## src/rtl/fb_port_arbiter_if.sv

```systemverilog
// Frame-buffer arbiter bus: capture write port, display read port, RAM port and status flags.
// slave = arbiter side, master = client/RAM side.
interface fb_port_arbiter_if #(
  parameter int unsigned ADDR_W = 17,
  parameter int unsigned DATA_W = 8
);
  logic              wr_req;
  logic [ADDR_W-1:0] wr_addr;
  logic [DATA_W-1:0] wr_data;
  logic              rd_req;
  logic [ADDR_W-1:0] rd_addr;
  logic              rd_busy;
  logic [DATA_W-1:0] rd_data;
  logic              rd_valid;
  logic [ADDR_W-1:0] mem_addr;
  logic [DATA_W-1:0] mem_wdata;
  logic              mem_we;
  logic [DATA_W-1:0] mem_rdata;
  logic              clr_err;
  logic              overrun;
  logic              oob_err;

  modport slave (
    input  wr_req, wr_addr, wr_data, rd_req, rd_addr, mem_rdata, clr_err,
    output rd_busy, rd_data, rd_valid, mem_addr, mem_wdata, mem_we, overrun, oob_err
  );

  modport master (
    output wr_req, wr_addr, wr_data, rd_req, rd_addr, mem_rdata, clr_err,
    input  rd_busy, rd_data, rd_valid, mem_addr, mem_wdata, mem_we, overrun, oob_err
  );
endinterface

```

## src/rtl/fb_port_arbiter.sv

```systemverilog
// Single-port frame-buffer arbiter: edge-detected capture writes vs. pulsed display reads.
// Optional write bounds check enabled by defining FB_ARB_BOUNDS_CHECK_EN.
module fb_port_arbiter #(
  parameter int unsigned ADDR_W       = 17,
  parameter int unsigned DATA_W       = 8,
  parameter int unsigned FRAME_PIXELS = 76800
) (
  input logic               clk,
  input logic               reset,
  fb_port_arbiter_if.slave  bus
);

  typedef enum logic [1:0] {StIdle, StWrite, StRead, StRdWait} state_e;

  localparam logic [ADDR_W:0] FrameLimit = (ADDR_W+1)'(FRAME_PIXELS);

  state_e            state_q;
  logic              wr_req_q;
  logic              wr_armed_q;
  logic              wr_pend_q;
  logic              rd_pend_q;
  logic              last_read_q;
  logic [ADDR_W-1:0] wr_addr_q;
  logic [DATA_W-1:0] wr_data_q;
  logic [ADDR_W-1:0] rd_addr_q;

  logic wr_event;
  logic wr_oob;
  logic wr_clearing;

  // wr_armed_q keeps a level already high at reset release from counting as a new write.
  assign wr_event    = bus.wr_req & ~wr_req_q & wr_armed_q;
  assign wr_clearing = (state_q == StWrite);

`ifdef FB_ARB_BOUNDS_CHECK_EN
  assign wr_oob = wr_event & ({1'b0, bus.wr_addr} >= FrameLimit);
`else
  logic unused_frame_limit;
  assign unused_frame_limit = ^FrameLimit;
  assign wr_oob = 1'b0;
`endif

  always_ff @(posedge clk or negedge reset) begin
    if (!reset) begin
      state_q       <= StIdle;
      wr_req_q      <= 1'b0;
      wr_armed_q    <= 1'b0;
      wr_pend_q     <= 1'b0;
      rd_pend_q     <= 1'b0;
      last_read_q   <= 1'b1;
      wr_addr_q     <= '0;
      wr_data_q     <= '0;
      rd_addr_q     <= '0;
      bus.mem_we    <= 1'b0;
      bus.mem_addr  <= '0;
      bus.mem_wdata <= '0;
      bus.rd_data   <= '0;
      bus.rd_valid  <= 1'b0;
      bus.rd_busy   <= 1'b0;
      bus.overrun   <= 1'b0;
      bus.oob_err   <= 1'b0;
    end else begin
      wr_req_q     <= bus.wr_req;
      bus.rd_valid <= 1'b0;
      if (!bus.wr_req) wr_armed_q <= 1'b1;

      if (bus.clr_err) begin
        bus.overrun <= 1'b0;
        bus.oob_err <= 1'b0;
      end

      // Later assignments win, so an error event beats a same-edge clear.
      if (wr_clearing) wr_pend_q <= 1'b0;
      if (wr_oob) begin
        bus.oob_err <= 1'b1;
      end else if (wr_event) begin
        if (wr_pend_q && !wr_clearing) begin
          bus.overrun <= 1'b1;
        end else begin
          wr_pend_q <= 1'b1;
          wr_addr_q <= bus.wr_addr;
          wr_data_q <= bus.wr_data;
        end
      end

      if (bus.rd_req && !bus.rd_busy) begin
        rd_addr_q   <= bus.rd_addr;
        rd_pend_q   <= 1'b1;
        bus.rd_busy <= 1'b1;
      end

      case (state_q)
        StIdle: begin
          if (wr_pend_q && (!rd_pend_q || last_read_q)) begin
            state_q       <= StWrite;
            bus.mem_we    <= 1'b1;
            bus.mem_addr  <= wr_addr_q;
            bus.mem_wdata <= wr_data_q;
            last_read_q   <= 1'b0;
          end else if (rd_pend_q) begin
            state_q      <= StRead;
            bus.mem_we   <= 1'b0;
            bus.mem_addr <= rd_addr_q;
            last_read_q  <= 1'b1;
          end
        end
        StWrite: begin
          bus.mem_we <= 1'b0;
          state_q    <= StIdle;
        end
        StRead: begin
          state_q <= StRdWait;
        end
        StRdWait: begin
          bus.rd_data  <= bus.mem_rdata;
          bus.rd_valid <= 1'b1;
          rd_pend_q    <= 1'b0;
          bus.rd_busy  <= 1'b0;
          state_q      <= StIdle;
        end
        default: state_q <= StIdle;
      endcase
    end
  end

endmodule

```

## src/flat_wrapper.sv

```systemverilog
// flat-port wrapper written by rule: the top's interface ports become plain ports
module fb_port_arbiter_flat 
#(
  parameter int unsigned ADDR_W       = 17,
  parameter int unsigned DATA_W       = 8,
  parameter int unsigned FRAME_PIXELS = 76800
)
  (clk, reset, bus_wr_req, bus_wr_addr, bus_wr_data, bus_rd_req, bus_rd_addr, bus_mem_rdata, bus_clr_err, bus_rd_busy, bus_rd_data, bus_rd_valid, bus_mem_addr, bus_mem_wdata, bus_mem_we, bus_overrun, bus_oob_err);
  fb_port_arbiter_if #(.ADDR_W(ADDR_W), .DATA_W(DATA_W)) bus_i ();
  input logic clk;
  input logic reset;
  input wire logic [$bits(bus_i.wr_req)-1:0] bus_wr_req;
  input wire logic [$bits(bus_i.wr_addr)-1:0] bus_wr_addr;
  input wire logic [$bits(bus_i.wr_data)-1:0] bus_wr_data;
  input wire logic [$bits(bus_i.rd_req)-1:0] bus_rd_req;
  input wire logic [$bits(bus_i.rd_addr)-1:0] bus_rd_addr;
  input wire logic [$bits(bus_i.mem_rdata)-1:0] bus_mem_rdata;
  input wire logic [$bits(bus_i.clr_err)-1:0] bus_clr_err;
  output wire logic [$bits(bus_i.rd_busy)-1:0] bus_rd_busy;
  output wire logic [$bits(bus_i.rd_data)-1:0] bus_rd_data;
  output wire logic [$bits(bus_i.rd_valid)-1:0] bus_rd_valid;
  output wire logic [$bits(bus_i.mem_addr)-1:0] bus_mem_addr;
  output wire logic [$bits(bus_i.mem_wdata)-1:0] bus_mem_wdata;
  output wire logic [$bits(bus_i.mem_we)-1:0] bus_mem_we;
  output wire logic [$bits(bus_i.overrun)-1:0] bus_overrun;
  output wire logic [$bits(bus_i.oob_err)-1:0] bus_oob_err;
  assign bus_i.wr_req = bus_wr_req;
  assign bus_i.wr_addr = bus_wr_addr;
  assign bus_i.wr_data = bus_wr_data;
  assign bus_i.rd_req = bus_rd_req;
  assign bus_i.rd_addr = bus_rd_addr;
  assign bus_i.mem_rdata = bus_mem_rdata;
  assign bus_i.clr_err = bus_clr_err;
  assign bus_rd_busy = bus_i.rd_busy;
  assign bus_rd_data = bus_i.rd_data;
  assign bus_rd_valid = bus_i.rd_valid;
  assign bus_mem_addr = bus_i.mem_addr;
  assign bus_mem_wdata = bus_i.mem_wdata;
  assign bus_mem_we = bus_i.mem_we;
  assign bus_overrun = bus_i.overrun;
  assign bus_oob_err = bus_i.oob_err;
  fb_port_arbiter #(.ADDR_W(ADDR_W), .DATA_W(DATA_W), .FRAME_PIXELS(FRAME_PIXELS)) u_core (.clk(clk), .reset(reset), .bus(bus_i));
endmodule
```

## config.mk

```make
export PLATFORM = sky130hd
export DESIGN_NAME = fb_port_arbiter_flat
export DESIGN_NICKNAME = d
export VERILOG_FILES = /design/src/rtl/fb_port_arbiter_if.sv /design/src/rtl/fb_port_arbiter.sv /design/src/flat_wrapper.sv
export SDC_FILE = /design/constraint.sdc
export NUM_CORES = 1
export LEC_CHECK = 0
export CORE_UTILIZATION = 67
export CTS_CLUSTER_DIAMETER = 40
export CTS_CLUSTER_SIZE = 8
export DETAILED_ROUTE_END_ITERATION = 6
export DONT_BUFFER_PORTS = 1
export PLACE_DENSITY = 0.83
export SLEW_MARGIN = 15
export SYNTH_ARGS = -nofsm -noshare
export SYNTH_HDL_FRONTEND = slang
export SYNTH_SLANG_ARGS = --single-unit
```

## constraint.sdc

```tcl
create_clock -name clk -period 4.1 [get_ports clk]
set_clock_uncertainty 0.15 [all_clocks]
set_input_delay 0.41 -clock clk [delete_from_list [all_inputs] [get_ports clk]]
set_output_delay 0.41 -clock clk [all_outputs]
set_load 0.02 [all_outputs]
```

==> flow_summary_export.csv, run 1 <==
group,metric,value,unit
power_and_ir_drop,leakagePower,1.53,nW
clocking,ctsHoldBuffers,4,
finish,final_nets,313,
worst_setup_path,reg2reg_from,"u_core.wr_pend_q",
outcome,status,"complete, no violations",
synth,synth_compound_area_share,11.2,%
worst_setup_path,critPathRequiredTime,4.12,ns
clocking,cts_buffers,9,
placed_design,hpwl,4110,um
drt,via_per_inst,6.16,
drt,ant_nets,0,
synth,syn_nets,313,
floorplanning,num_io_pins,93,
sta,relSlewSlack,36.7,%
synth,yosysWarnings,0,
synth,synth.distinct_cells,29,
drt,first_pass_iters,4,
grt,antenna_found_initial,0,
sta,setup_viol,0,
sta,hold_viol,0,
worst_setup_path,r2r-end,"u_core.bus.mem_addr[7]",
worst_setup_path,crit_chain,"or2_0 > buf_4 > and2_1 > a31oi_2",
placed_design,dpl_cell_area,3480,sq um
sta,fin_ws,1.62,ns
power_and_ir_drop,power,3.39,mW
worst_setup_path,worstSetupPathType,"flop to flop",
clocking,path_clk_slew,0.08,ns
sta,tightest_slew,0.948,ns
min_path,hold_end,"u_core.rd_pend_q",
grt,grt_pass1_vias,2091,
floorplanning,dieWidth,74.2,um
placed_design,port_buffers,0,
grt,grt_pass1_wl,9960,um
sta,drv_slew,0,
finish,area_delta_synth_final,7.08,%
clocking,cts_tree,"yes",
drt,drt_iter0_markers,154,
power_and_ir_drop,peakVddDrop,0.487,mV
sta,setup_tns,0,ns
clocking,post_cts_buffers,0,
clocking,clock_sinks,85,
worst_setup_path,r2r_setup_slack,1.62,ns
worst_setup_path,worstRegToRegCells,4,
clocking,cts_max_level,3,
drt,drc,0,
sta,fin_crit_sh,60.5,%
worst_setup_path,worst_setup_path_end_kind,"flop",
clocking,clockBufferDepth,2,
min_path,min-delay-start,"bus_rd_req",
drt,drt-total-wl,6110,um
job,cap_violations,0,
drt,wl_per_cell,18.5,um
synth,synth.avg_cell_area,13.6,sq um
synth,synthesis.instances,258,
synth,ys_ff_latch,85,
worst_setup_path,cp_slowest_cell,"dfrtp_1",
clocking,clock-root-buffer,"clkbuf_8",
floorplanning,die_area,5510,sq um
power_and_ir_drop,p_per_area,904,nW/um^2
grt,overflow,0,
synth,yosysSeqAreaShare,60.9,%
finish,layout_common_cells,"dfrtp_1 (84), mux2_2 (57), a21oi_1 (19), o21ai_0 (18), nand3_1 (17)",
floorplanning,coreArea,4880,sq um
floorplanning,rows,25,
placed_design,post-place-ws,1.64,ns
finish,fin_area,3740,sq um
synth,synthAdderAreaFrac,0,%
finish,n_antenna_cell,0,
clocking,cts_resized,0,
floorplanning,start_util,71.7,%
sta,clock.fmax,0.403,GHz
sta,period_needed,2.48,ns
clocking,clock_latency,0.34,ns
grt,grt_max_degree,86,
finish,drive_gt1_share,34.2,%
min_path,whs_path_depth,2,
synth,synthSimpleGateAreaFrac,5.44,%
floorplanning,die_y,74.2,um
drt,num_vias,2034,
worst_setup_path,crit_path_start_kind,"flop",
synth,synth_mux_area_share,18.7,%
grt,grt_use_total,25.4,%
sta,rsz0062_at_grt,"no",
worst_setup_path,crit_path_max_fanout,24,
synth,synth_xor_area_share,0,%
placed_design,gp_congestion,0.761,
min_path,hold_path.class,"primary input to flop",
finish,final_common_cell,"dfrtp_1",
synth,synth_area,3500,sq um
worst_setup_path,crit_arrival,2.50,ns
worst_setup_path,slowest_delay,0.83,ns
synth,synth_top_family_by_area,"multiplexers",
[cells in the mapped netlist (all sizes together)]
cell,instances,area (sq um)
and2,1,6.26
o21ai,18,90.1
o22ai,1,6.26
buf,10,91.3
dfstp,1,26.3
nor2,6,25.0
a31oi,17,178
or2,1,6.26
dfrtp,84,2100
o21a,1,7.51
a21oi,20,111
conb,1,3.75
nand2,5,18.8
mux2,58,653
nand3b,1,7.51
nand2b,3,18.8
nand3,18,95.1
clkbuf,7,26.3
inv,3,11.3
nor2b,2,12.5
[layout make-up]
| cell class | instances | area, sq um |
|---|---|---|
| clock buffers | 10 | 138 |
| fillers | 331 | 1130 |
| multi-input cells | 153 | 1240 |
| well taps | 67 | 83.8 |
| inverters | 3 | 11.3 |
| repair buffers | 6 | 72.6 |
| clock inverters | 6 | 71.3 |
| flip-flops and latches | 85 | 2130 |
[kinds of logic (layout without fill, tap and decap cells)]
group | Yosys count | after routing
muxes | 58 | 58
and+or+nand+nor | 37 | 37
AOI/OAI and AO/OA | 57 | 57
other | 1 | 1
buffers and inverters | 20 | 25
DFF | 85 | 85
[worst max-delay path, delay by kind of cell, from the launching register on]
kind | cells | cell delay [ns]
AO/OA/AOI/OAI | 1 | 0.19
buffers and inverters | 1 | 0.22
flip-flops | 1 | 0.83
AND/OR/NAND/NOR | 2 | 0.91
[state kept, by name, summed over array words and instances (netlist names)]
name	count
u_core.bus.mem_wdata	8
u_core.bus.overrun	1
u_core.bus.mem_we	1
u_core.state_q	2
u_core.bus.mem_addr	17
u_core.wr_pend_q	1
u_core.wr_req_q	1
u_core.wr_data_q	8
u_core.wr_addr_q	17
u_core.rd_pend_q	1
u_core.bus.rd_valid	1
u_core.last_read_q	1
u_core.wr_armed_q	1
u_core.rd_addr_q	17
u_core.bus.rd_data	8
[metrics by stage]
step | util [%] | std cells | hold slack, ns
5_1_grt | 76.7 | 330 | 0.0189
3_3_place_gp | 71.3 | 310 | -0.0338
6_report | 76.7 | 330 | 0.0447
3_5_place_dp | 71.3 | 310 | -0.0334
2_1_floorplan | - | 258 | -0.0356
4_1_cts | 76.7 | 330 | 0.0245
[how the worst max path moves through the flow]
stage,startpoint,cells after the start,endpoint
CTS,u_core.wr_pend_q,4,u_core.bus.mem_addr[7]
global placement,u_core.wr_pend_q,4,u_core.bus.mem_addr[9]
finish,u_core.wr_pend_q,4,u_core.bus.mem_addr[7]
detailed placement,u_core.wr_pend_q,4,u_core.bus.mem_addr[7]
global route,u_core.wr_pend_q,4,u_core.bus.mem_addr[2]
floorplan,u_core.state_q[1],4,u_core.wr_addr_q[10]
[report_power, final]
| group | switching (mW) | leakage, nW | internal, mW |
|---|---|---|---|
| Combinational | 0.499 | 0.438 | 0.503 |
| Clock | 0.287 | 0.0991 | 0.302 |
| Sequential | 0.531 | 0.994 | 1.27 |
[per-layer routing]
metal	vias up	track usage (%)	wire length, um
met5	-	0	0
met3	8	12.5	544
met2	78	40.2	3050
met1	1018	30.9	2450
met4	0	7.76	63
li1	930	-	-
Power figures use the tool's default switching activity.
==> run 2: changes to the inputs <==
--- a/config.mk
+++ b/config.mk
@@ -5,12 +5,12 @@
 export SDC_FILE = /design/constraint.sdc
 export NUM_CORES = 1
 export LEC_CHECK = 0
-export CORE_UTILIZATION = 67
+export CORE_UTILIZATION = 56
 export CTS_CLUSTER_DIAMETER = 40
 export CTS_CLUSTER_SIZE = 8
 export DETAILED_ROUTE_END_ITERATION = 6
 export DONT_BUFFER_PORTS = 1
-export PLACE_DENSITY = 0.83
+export PLACE_DENSITY = 0.74
 export SLEW_MARGIN = 15
 export SYNTH_ARGS = -nofsm -noshare
 export SYNTH_HDL_FRONTEND = slang
==> constraint.sdc (replaced) <==
create_clock -name clk -period 2.2 [get_ports clk]
set_clock_uncertainty 0.15 [all_clocks]
set_input_delay 0.22 -clock clk [delete_from_list [all_inputs] [get_ports clk]]
set_output_delay 0.22 -clock clk [all_outputs]
set_load 0.02 [all_outputs]
==> flow_summary_export.csv, run 2 (synthesis gave the netlist of run 1 again) <==
group,metric,value,unit
sta,hold_ws,-0.582,ns
finish,layout_common_cells,"dfrtp_1 (84), mux2_2 (57), dlygate4sd3_1 (53), a21oi_1 (19), o21ai_0 (18)",
min_path,hold_path.class,"primary input to async pin",
worst_setup_path,cp.depth,3,
grt,antenna_found_initial,0,
worst_setup_path,crit_path_start_kind,"flop",
outcome,violations,"negative hold slack",
sta,relSlewSlack,28.7,%
drt,wl_per_cell,18.6,um
sta,tightest_slew,1.07,ns
clocking,cts_tree,"yes",
worst_setup_path,slowest_delay,0.74,ns
finish,drive_gt1_share,29.0,%
job,cap_violations,0,
finish,reg_top3,"u_core.bus.mem_addr (17), u_core.rd_addr_q (17), u_core.wr_addr_q (17)",
sta,drv_slew,0,
grt,overflow,0,
floorplanning,start_util,58.7,%
placed_design,port_buffers,0,
finish,final_util,71.4,%
sta,setup_tns,0,ns
floorplanning,coreArea,5960,sq um
clocking,clockBufferDepth,2,
worst_setup_path,worst_setup_path_end_kind,"flop",
worst_setup_path,worstSetupPathType,"flop to flop",
worst_setup_path,r2r_setup_slack,0.20,ns
drt,first_pass_iters,4,
worst_setup_path,reg2reg_from,"u_core.wr_pend_q",
finish,area_delta_synth_final,21.7,%
floorplanning,die_area,6570,sq um
floorplanning,die_y,81.0,um
drt,drt-total-wl,7320,um
worst_setup_path,worstRegToRegCells,3,
clocking,path_clk_slew,0.08,ns
finish,final_nets,367,
sta,setup_viol,0,
clocking,post_cts_buffers,0,
outcome,status,"finished with violations",
clocking,clock-root-buffer,"clkbuf_8",
worst_setup_path,crit_family,"simple AND/OR/NAND/NOR gates",
floorplanning,rows,28,
drt,drt_iter0_markers,159,
power_and_ir_drop,power,6.41,mW
grt,grt_use_total,24.4,%
worst_setup_path,crit_arrival,2.02,ns
finish,final_cells,393,
drt,ant_nets,0,
grt,grt_pass1_wl,11800,um
sta,clock.fmax,0.501,GHz
drt,via_per_inst,5.73,
worst_setup_path,crit_buf_inv,0,
worst_setup_path,r2r-end,"u_core.bus.mem_addr[10]",
floorplanning,dieWidth,81.0,um
sta,period_needed,2.00,ns
power_and_ir_drop,peakVddDrop,0.773,mV
worst_setup_path,crit_chain,"or2_0 > and2_1 > a31oi_2",
clocking,clock_latency,0.33,ns
drt,num_vias,2253,
placed_design,gp_congestion,0.685,
worst_setup_path,critPathRequiredTime,2.22,ns
grt,grt_max_degree,86,
clocking,ctsHoldBuffers,53,
clocking,clock_sinks,85,
placed_design,dpl.cell_count,323,
power_and_ir_drop,leakagePower,1.75,nW
clocking,cts_max_level,3,
power_and_ir_drop,p_per_area,1510,nW/um^2
clocking,cts_buffers,9,
sta,hold_viol,85,
worst_setup_path,cp_slowest_cell,"and2_1",
grt,grt_pass1_vias,2427,
floorplanning,num_io_pins,93,
drt,drc,0,
sta,rsz0062_at_grt,"no",
finish,final_common_cell,"dfrtp_1",
clocking,cts_resized,0,
worst_setup_path,crit_path_max_fanout,18,
sta,fin_crit_sh,90.8,%
placed_design,hpwl,4330,um
run 2: power by group:
group          switching, mW  internal (mW)  total [mW]
combinational           1.04           1.05        2.10
clock                  0.521          0.505        1.03
sequential             0.931           2.36        3.29
total                   2.50           3.92        6.41
run 2: metal layers:
metal | part of all wire, % | wire [um] | GRT usage, % | vias up
met1 | 42 | 3070 | 30.0 | 1143
met4 | 0.97 | 71 | 10.2 | 0
met5 | 0 | 0 | 0 | -
met2 | 50 | 3670 | 40.3 | 73
li1 | - | - | - | 1029
met3 | 6.9 | 505 | 6.74 | 8
run 2: stage by stage:
stage / cell area, sq um / setup WS (ns)
6_report: 4260 / 0.203
5_1_grt: 4250 / 0.112
4_1_cts: 4250 / 0.172
3_5_place_dp: 3540 / 0.181
3_3_place_gp: 3540 / 0.281
2_1_floorplan: 3500 / 0.559
run 2: worst max-delay path by stage:
stage,slack [ns],to,startpoint
6_report,0.20,u_core.bus.mem_addr[10],u_core.wr_pend_q
5_1_grt,0.11,u_core.bus.mem_addr[10],u_core.wr_pend_q
4_1_cts,0.17,u_core.bus.mem_addr[16],u_core.wr_pend_q
3_5_place_dp,0.18,u_core.bus.mem_addr[16],u_core.wr_pend_q
3_3_place_gp,0.28,u_core.bus.mem_addr[2],u_core.wr_pend_q
2_1_floorplan,0.56,u_core.wr_addr_q[10],u_core.state_q[1]
run 2: layout make-up:
cell class | instances | area, sq um
multi-input combinational | 153 | 1240
clock inverter | 1 | 5.00
timing repair buffer | 60 | 596
fill | 420 | 1700
antenna | 1 | 2.50
tap | 75 | 93.8
sequential | 85 | 2130
inverter | 3 | 11.3
clock buffer | 15 | 176
